`src/rtl/rtc_pkg.sv`:
```
// rtc_pkg: shared encoding type, field limits and BCD helpers for runtime_clock
package rtc_pkg;

    typedef enum logic {ENC_BIN = 1'b0, ENC_BCD = 1'b1} enc_e;

    localparam int LIM_59 = 59;

    function automatic logic [63:0] to_enc(longint unsigned v, enc_e enc);
        logic [63:0] r;
        r = v;
        if (enc == ENC_BCD) begin
            for (int i = 0; i < 16; i++) begin
                r[4*i+:4] = 4'(v % 64'd10);
                v = v / 64'd10;
            end
        end
        return r;
    endfunction

    // Largest legal value of a field, already in the field's encoding; modulus 0 means full capacity.
    function automatic logic [63:0] field_max(int w, enc_e enc, longint unsigned modulus);
        longint unsigned cap;
        cap = 64'd1;
        for (int i = 0; i < ((enc == ENC_BCD) ? w / 4 : w); i++)
            cap = cap * ((enc == ENC_BCD) ? 64'd10 : 64'd2);
        return to_enc(((modulus == 64'd0) ? cap : modulus) - 64'd1, enc);
    endfunction

    function automatic logic bcd_valid(logic [63:0] v, int w);
        logic ok;
        ok = 1'b1;
        for (int i = 0; i < w / 4; i++)
            if (v[4*i+:4] > 4'd9) ok = 1'b0;
        return ok;
    endfunction

endpackage

```
`src/rtl/rtc_field.sv`:
```
// rtc_field: one time-field modulus counter with binary/BCD increment, carry, load and clear
module rtc_field
    import rtc_pkg::*;
#(
    parameter int W = 12,
    parameter enc_e ENC = ENC_BIN,
    parameter logic [W-1:0] MAX = '1
) (
    input  logic         clk,
    input  logic         rst,
    input  logic         clr,
    input  logic         load,
    input  logic         inc,
    input  logic [W-1:0] load_val,
    output logic [W-1:0] val,
    output logic         carry
);

    logic [W-1:0] val_q, val_d, inc_v;
    logic         c;

    always_comb begin
        inc_v = val_q + 1'b1;
        c = 1'b1;
        if (ENC == ENC_BCD) begin
            inc_v = val_q;
            for (int i = 0; i < W / 4; i++) begin
                if (c) begin
                    c = val_q[4*i+:4] == 4'd9;
                    inc_v[4*i+:4] = c ? 4'd0 : val_q[4*i+:4] + 4'd1;
                end
            end
        end
        carry = inc && val_q == MAX;
        val_d = clr ? '0 : load ? load_val : !inc ? val_q : carry ? '0 : inc_v;
    end

    always_ff @(posedge clk) begin
        if (rst) val_q <= '0;
        else     val_q <= val_d;
    end

    assign val = val_q;

endmodule

```
`src/rtl/runtime_clock.sv`:
```
// runtime_clock: elapsed hh:mm:ss counter with one-second prescaler,
// binary/BCD fields, validated preset and tick/rollover/error strobes
module runtime_clock
    import rtc_pkg::*;
#(
    parameter int CLK_HZ    = 100_000_000,
    parameter int W         = 12,
    parameter bit BCD       = 1'b0,
    parameter int HR_MODULO = 0
) (
    input  logic         clk,
    input  logic         rst,
    input  logic         clr,
    input  logic         run,
    input  logic         load,
    input  logic [W-1:0] load_hr,
    input  logic [W-1:0] load_min,
    input  logic [W-1:0] load_sec,
    output logic [W-1:0] hr,
    output logic [W-1:0] min,
    output logic [W-1:0] sec,
    output logic         tick_sec,
    output logic         rollover,
    output logic         load_err
);

    localparam enc_e          ENC      = BCD ? ENC_BCD : ENC_BIN;
    localparam int            PW       = (CLK_HZ > 2) ? $clog2(CLK_HZ) : 1;
    localparam logic [PW-1:0] PRE_TERM = PW'(CLK_HZ - 1);
    localparam logic [W-1:0]  MS_MAX   = W'(field_max(W, ENC, 64'(LIM_59 + 1)));
    localparam logic [W-1:0]  HR_MAX   = W'(field_max(W, ENC, 64'(HR_MODULO)));

    logic [PW-1:0] pre_q, pre_d;
    logic          tick_q, tick_d, roll_q, roll_d, err_q, err_d;
    logic          valid, accept, term, adv, c_sec, c_min, c_hr;

    always_comb begin
        valid = load_sec <= MS_MAX && load_min <= MS_MAX && load_hr <= HR_MAX &&
                (ENC == ENC_BIN || (bcd_valid(64'(load_sec), W) &&
                 bcd_valid(64'(load_min), W) && bcd_valid(64'(load_hr), W)));
        accept = load && valid && !clr;
        term = pre_q == PRE_TERM;
        // An accepted preset swallows a coinciding tick; a rejected one does not.
        adv = run && term && !accept && !clr;
        pre_d = (clr || accept) ? '0 : !run ? pre_q : term ? '0 : pre_q + 1'b1;
        tick_d = adv;
        roll_d = c_hr;
        err_d = load && !valid && !clr;
    end

    always_ff @(posedge clk) begin
        if (rst) begin
            pre_q  <= '0;
            tick_q <= 1'b0;
            roll_q <= 1'b0;
            err_q  <= 1'b0;
        end else begin
            pre_q  <= pre_d;
            tick_q <= tick_d;
            roll_q <= roll_d;
            err_q  <= err_d;
        end
    end

    rtc_field #(.W(W), .ENC(ENC), .MAX(MS_MAX)) u_sec (
        .clk(clk), .rst(rst), .clr(clr), .load(accept), .inc(adv),
        .load_val(load_sec), .val(sec), .carry(c_sec)
    );

    rtc_field #(.W(W), .ENC(ENC), .MAX(MS_MAX)) u_min (
        .clk(clk), .rst(rst), .clr(clr), .load(accept), .inc(c_sec),
        .load_val(load_min), .val(min), .carry(c_min)
    );

    rtc_field #(.W(W), .ENC(ENC), .MAX(HR_MAX)) u_hr (
        .clk(clk), .rst(rst), .clr(clr), .load(accept), .inc(c_min),
        .load_val(load_hr), .val(hr), .carry(c_hr)
    );

    assign tick_sec = tick_q;
    assign rollover = roll_q;
    assign load_err = err_q;

endmodule
```
`config.mk`:
```
export PLATFORM = sky130hd
export DESIGN_NAME = runtime_clock
export DESIGN_NICKNAME = d
export VERILOG_FILES = /design/src/rtl/rtc_pkg.sv /design/src/rtl/rtc_field.sv /design/src/rtl/runtime_clock.sv
export SDC_FILE = /design/constraint.sdc
export NUM_CORES = 1
export LEC_CHECK = 0
export BUFFER_PORTS_ARGS = -buffer_cell sky130_fd_sc_hd__buf_4
export CAP_MARGIN = 25
export CORE_ASPECT_RATIO = 1.25
export CORE_MARGIN = 1
export CORE_UTILIZATION = 30
export CTS_CLUSTER_DIAMETER = 40
export DETAILED_ROUTE_END_ITERATION = 8
export GPL_TIMING_DRIVEN = 0
export PLACE_DENSITY = 0.58
export RECOVER_POWER = 100
export SKIP_LAST_GASP = 1
export SYNTH_ARGS = -nofsm -noshare
export SYNTH_HDL_FRONTEND = slang
export SYNTH_SLANG_ARGS = --single-unit
```
`constraint.sdc`:
```
create_clock -name clk -period 4.7 [get_ports clk]
set_input_delay 0.235 -clock clk [delete_from_list [all_inputs] [get_ports clk]]
set_output_delay 0.235 -clock clk [all_outputs]
set_load 0.005 [all_outputs]
```
==> results of run 1 <==
placed cells by master (no fill, tap or decap), types with 18 or more instances in the layout:
master	count
a21oi_1	19
buf_4	38
clkbuf_1	18
clkbuf_4	36
dfxtp_1	66
nand2_1	54
nand3_1	36
nand4_1	18
nor2_1	57
nor3_1	23
xor2_1	18
path summary, 6_finish.rpt:
| path | from | endpoint |
|---|---|---|
| setup / recovery | pre_q[9] | u_sec.val[9] |
| hold / removal | load_hr[9] | u_hr.val[9] |
| setup reg to reg | pre_q[9] | u_sec.val[9] |
| hold reg to reg | u_sec.val[1] | u_sec.val[1] |
power groups by stage:
stage	Sequential, mW	Combinational (mW)	Clock (mW)
CTS	0.561	0.0596	0.743
detailed placement	0.573	0.0594	0
finish	0.561	0.0587	0.729
global route	0.561	0.0633	0.769
global placement	0.573	0.0590	0
floorplan	0.573	0.0191	0
layout make-up:
class	count	share of cell area
multi-input combinational	386	0.4766
sequential	66	0.2759
inverter	9	0.007055
buffer	14	0.01097
clock buffer	10	0.04991
timing repair buffer	79	0.1199
tap	164	0.04285
clock inverter	6	0.01672
synth_stat cells (all sizes together), types with 5 or more instances:
cell,n
a2111oi,5
a21oi,19
and2,8
and3,6
and4,6
clkbuf,11
dfxtp,66
inv,9
nand2,54
nand2b,5
nand3,37
nand4,18
nor2,57
nor3,26
nor4,11
o21ai,21
or2,8
or3,8
or4,9
xnor2,14
xor2,18
worst reg2reg max path, delay by kind of cell (launching register included):
kind	cells	cell delay, ps
DFF	1	350
AOI/OAI and AO/OA	1	620
and+or+nand+nor	4	1410
buffers and inverters	1	270
xor gates and xnor gates	1	180
flip-flops by register name, indices dropped and copies added (netlist names):
register,count
pre_q,27
u_hr.val,12
u_min.val,12
u_sec.val,12
load_err,1
rollover,1
tick_sec,1
cell families after synthesis:
family / share of synthesized area
AO/OA/AOI/OAI: 0.1387
XOR/XNOR: 0.07487
adder cells (fa/ha/maj): 0.01337
buffers and inverters: 0.02373
flip-flops: 0.3529
multiplexers: 0.002674
AND/OR/NAND/NOR: 0.3937
metrics by stage:
stage | power, mW | hold slack (ps) | setup WS, ps | instances | util
6_report | 1.349 | 97.47 | 1760 | 734 | 0.3937
3_3_place_gp | 0.6324 | 442.1 | 1759 | 718 | 0.3735
2_1_floorplan | 0.5924 | 341.3 | 2268 | 475 | -
4_1_cts | 1.364 | 90.27 | 1983 | 734 | 0.3997
5_1_grt | 1.393 | 108.9 | 1485 | 734 | 0.3937
3_5_place_dp | 0.6328 | 443.6 | 1746 | 718 | 0.3735
routing by layer:
metal  track usage  up-vias  wire length [microns]
met2        0.3172      123                   5652
met3       0.04628       26                    725
li1              -     1925                      -
met4       0.09244        0                    377
met1        0.2037     1814                   4696
met5             0        -                      0
==> flow_metrics.tcl, run 1 <==
set metrics [dict create \
    status "finished clean" \
    antenna_left 0 \
    numPortBuffers 79 \
    synth_warnings 0 \
    syn_area_per_cell_sq_um 7.881 \
    design.die.area_sq_um 12930 \
    p_sw_frac 0.2122 \
    synth_fp_nets 520 \
    first_global_vias 3750 \
    critPathSlowestCell "or4_1" \
    cts.sink_count 66 \
    rr_worst_depth 7 \
    post_cts_buffers 0 \
    peakVddDrop_v 0.0001078 \
    grt_max_degree 12 \
    wl_per_cell_microns 15.60 \
    ff2ff_setup_slack_ps 1760 \
    criticalPathCategory "reg2reg" \
    h-tree-depth 3 \
    gp_congestion 0.8340 \
    max_freq_mhz 340.2 \
    post_cts_resized 0 \
    cp-start-kind "flop" \
    slew_headroom 0.2242 \
    num-fill-cells 1315 \
    die_w_microns 101.9 \
    post-route-period-util 0.6255 \
    syn_area_sq_um 3744 \
    synth_top_area_frac 0.3529 \
    p_int_mw 1.063 \
    path_max_fanout 10 \
    finalHoldViolCount 0 \
    grt_overflow 0 \
    cp-end-kind "flop" \
    cts_hold_buf 0 \
    drv_slew 0 \
    core_sq_um 12160 \
    synth_cell_types 55 \
    tns_ps 0 \
    grt_use_total 0.1827 \
    p_comb_frac 0.043 \
    grt_pass1_wl_mm 18.27 \
    ff_latch_area_sq_um 1321 \
    clkPwrFrac 0.540 \
    io_pins 80 \
    synth_seq_cells 66 \
    worst_pin_slew_ps 1152 \
    start_util 0.3078 \
    areaGrowthSynthToFinish_pct 27.91 \
    yosysTopAreaCell "dfxtp_1" \
    async_flop_share 0 \
    fin_nets 610 \
    hold_class "in2reg" \
    cts-root-buf "clkbuf_16" \
    clk_latency_ps 340 \
    clk_pin_slew_ps 60 \
    arrival_ps 3160 \
    p_seq_frac 0.416 \
    antenna_found_initial 0 \
    die-height_microns 126.9 \
    cts_buffer_depth 2 \
    synthFlopType "dfxtp_1" \
    drive_gt1_frac 0.1807 \
    vias_per_cell 5.297 \
    totalWireLength_mm 11.45 \
    p_sw_mw 0.2863 \
    cp_top_family "simple AND/OR/NAND/NOR gates" \
    synth_seq_area_share 0.3529 \
    setup_viol 0 \
    ys_top_cells_by_area "dfxtp_1 (35%), nor2_1 (5.6%), nand2_1 (5.4%)" \
    cts_tree "done" \
    dp_hpwl_mm 8.825 \
    drt_pre_antenna_iters 5 \
    crit_chain "or4_1 > nor4_1 > nand3_1 > clkbuf_1 > a2111oi_0 > xnor2_1 > nor2_1" \
    hold_depth 3 \
    skew_ps 7.820 \
    fin_crit_ps 2940 \
    max_stage_delay_ps 610 \
    synth-edff-count 0 \
    drv_cap 0 \
    p_leak_nw 1.603 \
    cts_buffers 9 \
    syn-instance-count 475 \
    multi_input_area_sq_um 2282 \
    place_area_sq_um 4542 \
    diodes 0 \
    vias 3888 \
    required_ps 4920 \
    rows 45 \
    path_buf_inv 1 \
    dr.first_iter.drc_count 220 \
    drc 0 \
    worst-path-stages 7 \
    rsz0062_at_grt "no" \
    finalInstanceArea_sq_um 4788 \
    p_per_area_nw_per_um2 281.7 \
]
Power figures use the tool's default switching activity.
==> inputs of run 2 (changes only) <==
Settings changed: PLACE_DENSITY 0.58 to 0.6.
Clock period 4.7 ns to 2.7 ns, I/O delays scaled along.
==> run 2 against run 1 <==
Effect of this change:
- clock-buffer cell count rose by 3
- flip-flop and latch count unchanged
- final cell count rose by 0.27%
- combinational power rose by 81%
- die area unchanged
- critical path depth shrank 1
- highest routed layer unchanged
==> flow_metrics.tcl, run 2 (synthesized netlist as in run 1, its figures left out) <==
set metrics [dict create \
    layout_common_cells "dfxtp_1 (64), nor2_1 (56), nand2_1 (54)" \
    finalInstanceArea_sq_um 4888 \
    drive_gt1_frac 0.2098 \
    grt_max_degree 11 \
    multi_input_area_sq_um 2354 \
    totalWireLength_mm 11.53 \
    post-route-period-util 0.9504 \
    grt_overflow 0 \
    clkPwrFrac 0.527 \
    die_w_microns 101.9 \
    slew_headroom 0.4830 \
    status "finished clean" \
    areaGrowthSynthToFinish_pct 30.58 \
    fin_nets 613 \
    antenna_left 0 \
    p_leak_nw 1.627 \
    cts.sink_count 66 \
    dp_hpwl_mm 8.848 \
    clk_pin_slew_ps 60 \
    cts_buffers 9 \
    drv_slew 0 \
    p_sw_mw 0.4779 \
    h-tree-depth 3 \
    grt_pass1_wl_mm 18.44 \
    numPortBuffers 79 \
    design.die.area_sq_um 12930 \
    skew_ps 6.308 \
    worst_pin_slew_ps 768.4 \
    p_sw_frac 0.2088 \
    dr.first_iter.drc_count 158 \
    cp-start-kind "flop" \
    cp-end-kind "flop" \
    core_sq_um 12160 \
    p_seq_frac 0.427 \
    largest-register "pre_q" \
    required_ps 2950 \
    largest_reg_flops 27 \
    p_comb_frac 0.046 \
    first_global_vias 3736 \
    grt_use_total 0.1832 \
    antenna_found_initial 0 \
    die-height_microns 126.9 \
    rsz0062_at_grt "no" \
    setup_viol 0 \
    cts-root-buf "clkbuf_16" \
    tns_ps 0 \
    vias 3879 \
    rows 45 \
    ff_latch_area_sq_um 1324 \
    num-fill-cells 1280 \
    drc 0 \
    p_int_mw 1.811 \
    place_area_sq_um 4542 \
    final_common_cell "dfxtp_1" \
    diodes 0 \
    peakVddDrop_v 0.0002477 \
    cts_tree "done" \
    drv_cap 0 \
    path_max_fanout 6 \
    finalHoldViolCount 0 \
    hold_class "in2reg" \
    vias_per_cell 5.270 \
    io_pins 80 \
    fin_crit_ps 2566 \
    cts_buffer_depth 2 \
    start_util 0.3078 \
    fin_util 0.4020 \
    arrival_ps 2820 \
    clk_latency_ps 330 \
    wl_per_cell_microns 15.66 \
    max_freq_mhz 389.7 \
    criticalPathCategory "reg2reg" \
    post_cts_buffers 0 \
    drt_pre_antenna_iters 4 \
    gp_congestion 0.8397 \
    p_per_area_nw_per_um2 468.2 \
]
## run 2: power groups by stage
stage               Clock [mW]  Sequential [mW]  Combinational (mW)
floorplan                    0            0.998              0.0333
global placement             0            0.998               0.102
detailed placement           0            0.998               0.103
CTS                       1.23            0.977               0.106
global route              1.27            0.977               0.114
finish                    1.21            0.977               0.106
## run 2: layout make-up
| type | count | area share |
|---|---|---|
| multi-input combinational | 386 | 0.4814 |
| sequential | 66 | 0.2708 |
| timing repair buffer | 82 | 0.1244 |
| clock buffer | 13 | 0.05529 |
| tap | 164 | 0.04198 |
| buffer | 14 | 0.01203 |
| clock inverter | 2 | 0.007167 |
| inverter | 9 | 0.006911 |
## run 2: worst paths after layout
path | start | to | slack (ps) | cells after the start
hold / removal | load_hr[5] | u_hr.val[5] | 10 | 3
setup reg to reg | pre_q[9] | u_sec.val[5] | 130 | 6
hold reg to reg | u_sec.val[1] | u_sec.val[1] | 500 | 2
setup / recovery | pre_q[9] | u_sec.val[5] | 130 | 6
## run 2: critical path: stages, from the launching register on
cell	delay (ps)
dfxtp_1	360
or4_4	580
nor4_4	370
o211ai_1	260
or4b_1	550
and3_1	200
nor3_1	170
## run 2: metrics by stage
stage / std cells / hold WS (ps) / setup WS [ps] / power [mW]
CTS: 736 / 6.580 / 0.6071 / 2.309
floorplan: 475 / 241.3 / 268.3 / 1.031
detailed placement: 718 / 342.8 / -171.6 / 1.101
global route: 736 / 19.03 / 4.696 / 2.356
finish: 736 / 11.04 / 134.0 / 2.289
global placement: 718 / 342.3 / -143.8 / 1.100
## run 2: routing by layer
| metal | global-route usage | vias to the layer above | part of all wire |
|---|---|---|---|
| li1 | - | 1926 | - |
| met1 | 0.2039 | 1808 | 0.41 |
| met2 | 0.3239 | 116 | 0.50 |
| met3 | 0.03857 | 29 | 0.056 |
| met4 | 0.09328 | 0 | 0.036 |
| met5 | 0 | - | 0 |
## run 2: timing repair
action | 4_1_cts | 5_1_grt
gates resized for setup | 1 | 13
hold buffers | 3 | 0
setup endpoints to repair | 7 | 35
hold endpoints to repair | 3 | 0
